--- src/rtl/pixel_plot_arbiter_pkg.sv ---
// Shared VGA geometry and pixel bundle for the pixel plot arbiter.
// Target is the 160x120, 3-bit colour vga_adapter.
package pixel_plot_arbiter_pkg;

  localparam int X_W      = 8;
  localparam int Y_W      = 7;
  localparam int COLOUR_W = 3;
  localparam int SCREEN_W = 160;
  localparam int SCREEN_H = 120;

  typedef struct packed {
    logic [X_W-1:0]      x;
    logic [Y_W-1:0]      y;
    logic [COLOUR_W-1:0] colour;
  } pixel_t;

  function automatic logic off_screen(
    input logic [X_W-1:0] x,
    input logic [Y_W-1:0] y
  );
    return (x >= X_W'(SCREEN_W)) || (y >= Y_W'(SCREEN_H));
  endfunction

endpackage

--- src/rtl/pixel_plot_arbiter_if.sv ---
// Drawer-side valid/ready bundle: one lane per sprite drawer,
// packed x/y/colour with source i at the i-th slice.
interface pixel_plot_arbiter_if
  import pixel_plot_arbiter_pkg::*;
#(
  parameter int NUM_SRC = 2
);

  logic [NUM_SRC-1:0]          src_valid;
  logic [NUM_SRC-1:0]          src_ready;
  logic [NUM_SRC*X_W-1:0]      src_x;
  logic [NUM_SRC*Y_W-1:0]      src_y;
  logic [NUM_SRC*COLOUR_W-1:0] src_colour;

  modport master (
    output src_valid,
    output src_x,
    output src_y,
    output src_colour,
    input  src_ready
  );

  modport slave (
    input  src_valid,
    input  src_x,
    input  src_y,
    input  src_colour,
    output src_ready
  );

endinterface

--- src/rtl/pixel_plot_arbiter_rr_arbiter.sv ---
// Round-robin arbiter with bounded bursts: owner/burst state in,
// one-hot grant out; state advances on every grant.
module pixel_plot_arbiter_rr_arbiter #(
  parameter int NUM_SRC   = 2,
  parameter int MAX_BURST = 4
) (
  input  logic                       clock,
  input  logic                       reset,
  input  logic                       hold,
  input  logic [NUM_SRC-1:0]         req,
  output logic [NUM_SRC-1:0]         grant,
  output logic [$clog2(NUM_SRC)-1:0] sel,
  output logic                       fire,
  output logic [$clog2(NUM_SRC)-1:0] owner
);

  localparam int OW = $clog2(NUM_SRC);
  localparam int BW = $clog2(MAX_BURST + 1);
  localparam logic [BW-1:0] LAST = BW'(MAX_BURST - 1);

  logic [BW-1:0] burst_cnt;
  logic          live;
  logic          keep;
  logic [OW-1:0] cand;

  // After reset no burst is in progress, so the scan starts at owner+1.
  assign keep = live && req[owner] && (burst_cnt < LAST);

  always_comb begin
    fire = 1'b0;
    sel  = owner;
    cand = owner;
    if (!hold) begin
      if (keep) begin
        fire = 1'b1;
      end else begin
        for (int k = 1; k <= NUM_SRC; k++) begin
          cand = OW'((int'(owner) + k) % NUM_SRC);
          if (!fire && req[cand]) begin
            fire = 1'b1;
            sel  = cand;
          end
        end
      end
    end
  end

  always_comb begin
    grant = '0;
    if (fire) grant[sel] = 1'b1;
  end

  // The count saturates at LAST: any value >= LAST forces a rotation.
  always_ff @(posedge clock) begin
    if (reset) begin
      owner     <= OW'(NUM_SRC - 1);
      burst_cnt <= '0;
      live      <= 1'b0;
    end else if (fire) begin
      owner <= sel;
      live  <= 1'b1;
      if (sel == owner)
        burst_cnt <= (burst_cnt == LAST) ? burst_cnt
                                         : burst_cnt + 1'b1;
      else
        burst_cnt <= '0;
    end
  end

endmodule

--- src/rtl/pixel_plot_arbiter.sv ---
// Merges NUM_SRC drawer pixel streams onto the vga_adapter plot port.
// Off-screen clipping is built when PIXEL_ARB_CLIP_EN is defined.
module pixel_plot_arbiter
  import pixel_plot_arbiter_pkg::*;
#(
  parameter int NUM_SRC   = 2,
  parameter int MAX_BURST = 4,
  parameter int CNT_W     = 16
) (
  input  logic                       clock,
  input  logic                       reset,
  input  logic                       hold,
  pixel_plot_arbiter_if.slave        src,
  output logic [X_W-1:0]             x,
  output logic [Y_W-1:0]             y,
  output logic [COLOUR_W-1:0]        colour,
  output logic                       plot,
  output logic [$clog2(NUM_SRC)-1:0] owner,
  output logic [CNT_W-1:0]           clip_cnt
);

  localparam int OW = $clog2(NUM_SRC);

  logic [NUM_SRC-1:0] grant;
  logic [OW-1:0]      sel;
  logic               fire;
  logic               clipped;
  pixel_t             cur;
  pixel_t             px;

  pixel_plot_arbiter_rr_arbiter #(
    .NUM_SRC   (NUM_SRC),
    .MAX_BURST (MAX_BURST)
  ) u_arb (
    .clock (clock),
    .reset (reset),
    .hold  (hold),
    .req   (src.src_valid),
    .grant (grant),
    .sel   (sel),
    .fire  (fire),
    .owner (owner)
  );

  assign src.src_ready = grant;

  always_comb begin
    cur.x      = src.src_x[int'(sel)*X_W +: X_W];
    cur.y      = src.src_y[int'(sel)*Y_W +: Y_W];
    cur.colour = src.src_colour[int'(sel)*COLOUR_W +: COLOUR_W];
  end

`ifdef PIXEL_ARB_CLIP_EN
  assign clipped = off_screen(cur.x, cur.y);

  always_ff @(posedge clock) begin
    if (reset)
      clip_cnt <= '0;
    else if (fire && clipped && (clip_cnt != '1))
      clip_cnt <= clip_cnt + 1'b1;
  end
`else
  assign clipped  = 1'b0;
  assign clip_cnt = '0;
`endif

  // Clipped pixels still complete the handshake; only the strobe is dropped.
  always_ff @(posedge clock) begin
    if (reset) begin
      px   <= '0;
      plot <= 1'b0;
    end else if (fire) begin
      px   <= cur;
      plot <= !clipped;
    end else begin
      plot <= 1'b0;
    end
  end

  assign x      = px.x;
  assign y      = px.y;
  assign colour = px.colour;

endmodule

--- src/flat_wrapper.sv ---
// flat-port wrapper written by rule: the top's interface ports become plain ports
module pixel_plot_arbiter_flat import pixel_plot_arbiter_pkg::*;
#(
  parameter int NUM_SRC   = 2,
  parameter int MAX_BURST = 4,
  parameter int CNT_W     = 16
)
  (clock, reset, hold, x, y, colour, plot, owner, clip_cnt, src_src_valid, src_src_x, src_src_y, src_src_colour, src_src_ready);
  pixel_plot_arbiter_if #(.NUM_SRC(NUM_SRC)) src_i ();
  input  logic clock;
  input  logic reset;
  input  logic hold;
  output logic [X_W-1:0] x;
  output logic [Y_W-1:0] y;
  output logic [COLOUR_W-1:0] colour;
  output logic plot;
  output logic [$clog2(NUM_SRC)-1:0] owner;
  output logic [CNT_W-1:0] clip_cnt;
  input wire logic [$bits(src_i.src_valid)-1:0] src_src_valid;
  input wire logic [$bits(src_i.src_x)-1:0] src_src_x;
  input wire logic [$bits(src_i.src_y)-1:0] src_src_y;
  input wire logic [$bits(src_i.src_colour)-1:0] src_src_colour;
  output wire logic [$bits(src_i.src_ready)-1:0] src_src_ready;
  assign src_i.src_valid = src_src_valid;
  assign src_i.src_x = src_src_x;
  assign src_i.src_y = src_src_y;
  assign src_i.src_colour = src_src_colour;
  assign src_src_ready = src_i.src_ready;
  pixel_plot_arbiter #(.NUM_SRC(NUM_SRC), .MAX_BURST(MAX_BURST), .CNT_W(CNT_W)) u_core (.clock(clock), .reset(reset), .hold(hold), .src(src_i), .x(x), .y(y), .colour(colour), .plot(plot), .owner(owner), .clip_cnt(clip_cnt));
endmodule
--- config.mk ---
export PLATFORM = sky130hd
export DESIGN_NAME = pixel_plot_arbiter_flat
export DESIGN_NICKNAME = d
export VERILOG_FILES = /design/src/rtl/pixel_plot_arbiter_pkg.sv /design/src/rtl/pixel_plot_arbiter_if.sv /design/src/rtl/pixel_plot_arbiter_rr_arbiter.sv /design/src/rtl/pixel_plot_arbiter.sv /design/src/flat_wrapper.sv
export SDC_FILE = /design/constraint.sdc
export NUM_CORES = 1
export LEC_CHECK = 0
export ABC_CLOCK_PERIOD_IN_PS = 3300
export CORE_UTILIZATION = 40
export DETAILED_ROUTE_END_ITERATION = 12
export GPL_TIMING_DRIVEN = 0
export PLACE_DENSITY = 0.84
export SYNTH_ARGS = -nofsm -noshare
export SYNTH_HDL_FRONTEND = slang
export SYNTH_SLANG_ARGS = --single-unit
--- constraint.sdc ---
create_clock -name clock -period 3.3 [get_ports clock]
set_input_delay 0.66 -clock clock [delete_from_list [all_inputs] [get_ports clock]]
set_output_delay 0.66 -clock clock [all_outputs]
set_load 0.005 [all_outputs]
==> flow_summary.ini <==
[critical_path]
reg2reg_from = u_core.u_arb.burst_cnt[0]$_SDFFE_PP0P_
worstRegToRegCells = 5
worstReg2RegEnd = u_core.x[1]$_SDFFE_PP0P_
crit_type = in2out
arrival_ns = 2.14
cp-end-kind = primary output
cp-endpoint = src_src_ready[1]
required_ns = 2.64
rrSetupSlack_ns = 1.52
critPathLaunch = src_src_valid[0]
cp_max_fo = 6
crit_path_start_kind = primary input

[logic_synthesis]
ys_seq_elements = 24
syn_area_um2 = 1350
post-synth-top-count-cell = dfxtp_1
ys_warn_count = 0
synth_top_cell_by_area = dfxtp_1
synth_top_family_by_area = compound AO/OA/AOI/OAI gates
synthArstFlopShare = 0
synth_area_leaders = dfxtp_1 36%, a22o_1 12%, o2bb2ai_1 12%
synthSimpleGateAreaFrac = 0.0509
synthMuxAreaShare = 0.00833
synth_edf_count = 0
ys_top_cells_by_count = 24 x dfxtp_1, 22 x a21oi_1, 18 x a22o_1, 18 x o2bb2ai_1, 17 x buf_4
synth_xor_area_frac = 0.00648
synthAdderAreaFrac = 0.0185
ys_types = 30
synth_compound_area_frac = 0.407
yosysTopAreaCellShare = 0.355
syn_avg_cell_area_um2 = 9.26
yosys_most_used_dff = dfxtp_1
synth_cells = 146
yosysSeqAreaShare = 0.355

[timing]
rsz0062_at_grt = no
finalCritPeriodShare = 0.847
worstMarginPinSlew_ns = 0.744
hold_violations = 0
slew_headroom = 0.503
holdWs_ns = 0.535
fin_worst_skew_ns = 0.00971
max_freq_ghz = 0.358
fin_setup_tns_ns = 0
finalMaxSlewViolations = 0
period_needed_ns = 2.80
finalSetupViolations = 0

[cts]
clk_pin_slew_worst_paths_ns = 0.15
cts_tree = yes
clock_sinks = 24
numCtsBuffers = 3
root_buffer = clkbuf_4
htreeDepth = 1
post_cts_buffers = 0
cts-hold-fix-buffers = 0
clock_tree.buffer_depth = 2
cts_resized = 0
insertion_delay_ns = 0.32

[global_route]
grt_pass1_vias = 1200
grt_overflow_total = 0
grt_max_degree = 15
antenna_found_initial = 0
grt_use_total = 0.183
grt_pass1_wl_um = 5060

[routing]
vias = 1342
drc = 0
routed_via_density = 4.99
ant_nets = 0
drtIter0Drc = 33
wire_per_inst_um = 12.4
routed_wl_um = 3350
firstDrtPassIters = 4

[power]
internal_power_w = 0.000567
powerDensity_nw_per_um2 = 357
p_seq_frac = 0.430
p_clk_frac = 0.288
ir_drop_v = 0.000230
swShare = 0.249
leakage_nw = 0.868
power_frac_comb = 0.282
netSwitchingPower_w = 0.000188

[finish]
diodes = 0
area_delta_synth_final_pct = 56.5
fin_util = 0.677
drive_above_1_share = 0.133
final_nets = 269

[min_path]
hold_path_class = reg2reg
hp-start = u_core.u_arb.live$_SDFFE_PP0P_

[placed_design]
place_hpwl_um = 2450
gp_congestion = 0.845
portBuffers = 60

[floorplanning]
fp.dieH_um = 60.2
start_util = 0.432
ioPinCount = 79
die_w_um = 60.2
rows = 20
core_area_um2 = 3130
die_area_um2 = 3620

[run_status]
status = finished, final reports clean

[flow_run]
cap_violations = 0
layout by cell type (no fill, tap or decap), drive strengths merged:
master         instances
bufinv                 1
nand3                  1
a21boi                 1
nand2b                 1
o21bai                 1
a22o                  18
conb                  16
inv                    6
nor3                   2
xnor2                  1
a311oi                 1
a211oi                 1
o21ai                  3
o22ai                  1
dfxtp                 24
a2111oi                1
o2bb2ai               18
clkdlybuf4s50         60
buf                   23
clkbuf                 6
a2111o                 1
mux2                   1
o211a                  1
and3                   1
a32o                   3
a21oi                 22
nor2                   6
ha                     2
nand2                  2
metrics by stage:
stage | setup WS [ns] | total power, W | instances | instance area (um^2)
after CTS | 0.523 | 0.000759 | 269 | 2120
after floorplan | 1.45 | 0.000433 | 161 | 1410
after global routing | 0.440 | 0.000788 | 269 | 2120
final | 0.505 | 0.000755 | 269 | 2120
after global placement | 0.541 | 0.000540 | 265 | 2060
after detailed placement | 0.547 | 0.000542 | 265 | 2060
flip-flops by register name (all words and copies together) (netlist names):
register and count:
u_core.plot 1, u_core.u_arb.owner 1, u_core.u_arb.live 1, u_core.colour 3, u_core.u_arb.burst_cnt 3, u_core.x 8
u_core.y 7
power by group through the flow:
stage               clock network, W  registers (W)  logic (W)
floorplan                          0       0.000333  0.0000997
global placement                   0       0.000331   0.000209
detailed placement                 0       0.000331   0.000211
CTS                         0.000222       0.000325   0.000213
global route                0.000229       0.000327   0.000232
finish                      0.000218       0.000325   0.000213
cell families (layout without fill, tap and decap cells):
family | after synthesis | count (layout)
flip-flops | 24 | 24
XOR/XNOR | 1 | 1
multiplexers | 1 | 1
buffers and inverters | 32 | 96
AND/OR/NAND/NOR | 13 | 13
AO/OA/AOI/OAI | 72 | 72
adder cells (fa/ha/maj) | 2 | 2
other | 1 | 16
routing by layer:
metal / up-vias / share of wire / track usage
li1: 679 / - / -
met1: 606 / 0.44 / 0.220
met2: 53 / 0.48 / 0.311
met3: 4 / 0.074 / 0.0455
met4: 0 / 0.0087 / 0.0698
met5: - / 0 / 0
worst min-delay path by stage:
stage	to	slack (ns)	cells past startpoint
finish	u_core.u_arb.live$_SDFFE_PP0P_	0.54	2
global route	u_core.u_arb.live$_SDFFE_PP0P_	0.58	2
global placement	u_core.u_arb.live$_SDFFE_PP0P_	0.50	2
CTS	u_core.u_arb.live$_SDFFE_PP0P_	0.54	2
floorplan	u_core.u_arb.live$_SDFFE_PP0P_	0.48	2
detailed placement	u_core.u_arb.live$_SDFFE_PP0P_	0.51	2
cell type report:
| class | instances | area (um^2) |
|---|---|---|
| fillers | 284 | 1010 |
| multi-input cells | 105 | 724 |
| repair buffers | 60 | 601 |
| flip-flops and latches | 24 | 480 |
| plain buffers | 26 | 181 |
| well taps | 44 | 55.1 |
| clock inverters | 1 | 30.0 |
| clock buffers | 3 | 22.5 |
| inverters | 6 | 22.5 |
critical path, stage by stage:
cell             delay, ns
clkdlybuf4s50_1       0.51
inv_1                 0.24
o21ai_0               0.12
nor2_1                0.10
clkdlybuf4s50_1       0.50
No activity file was read; power rests on OpenSTA's default activity.
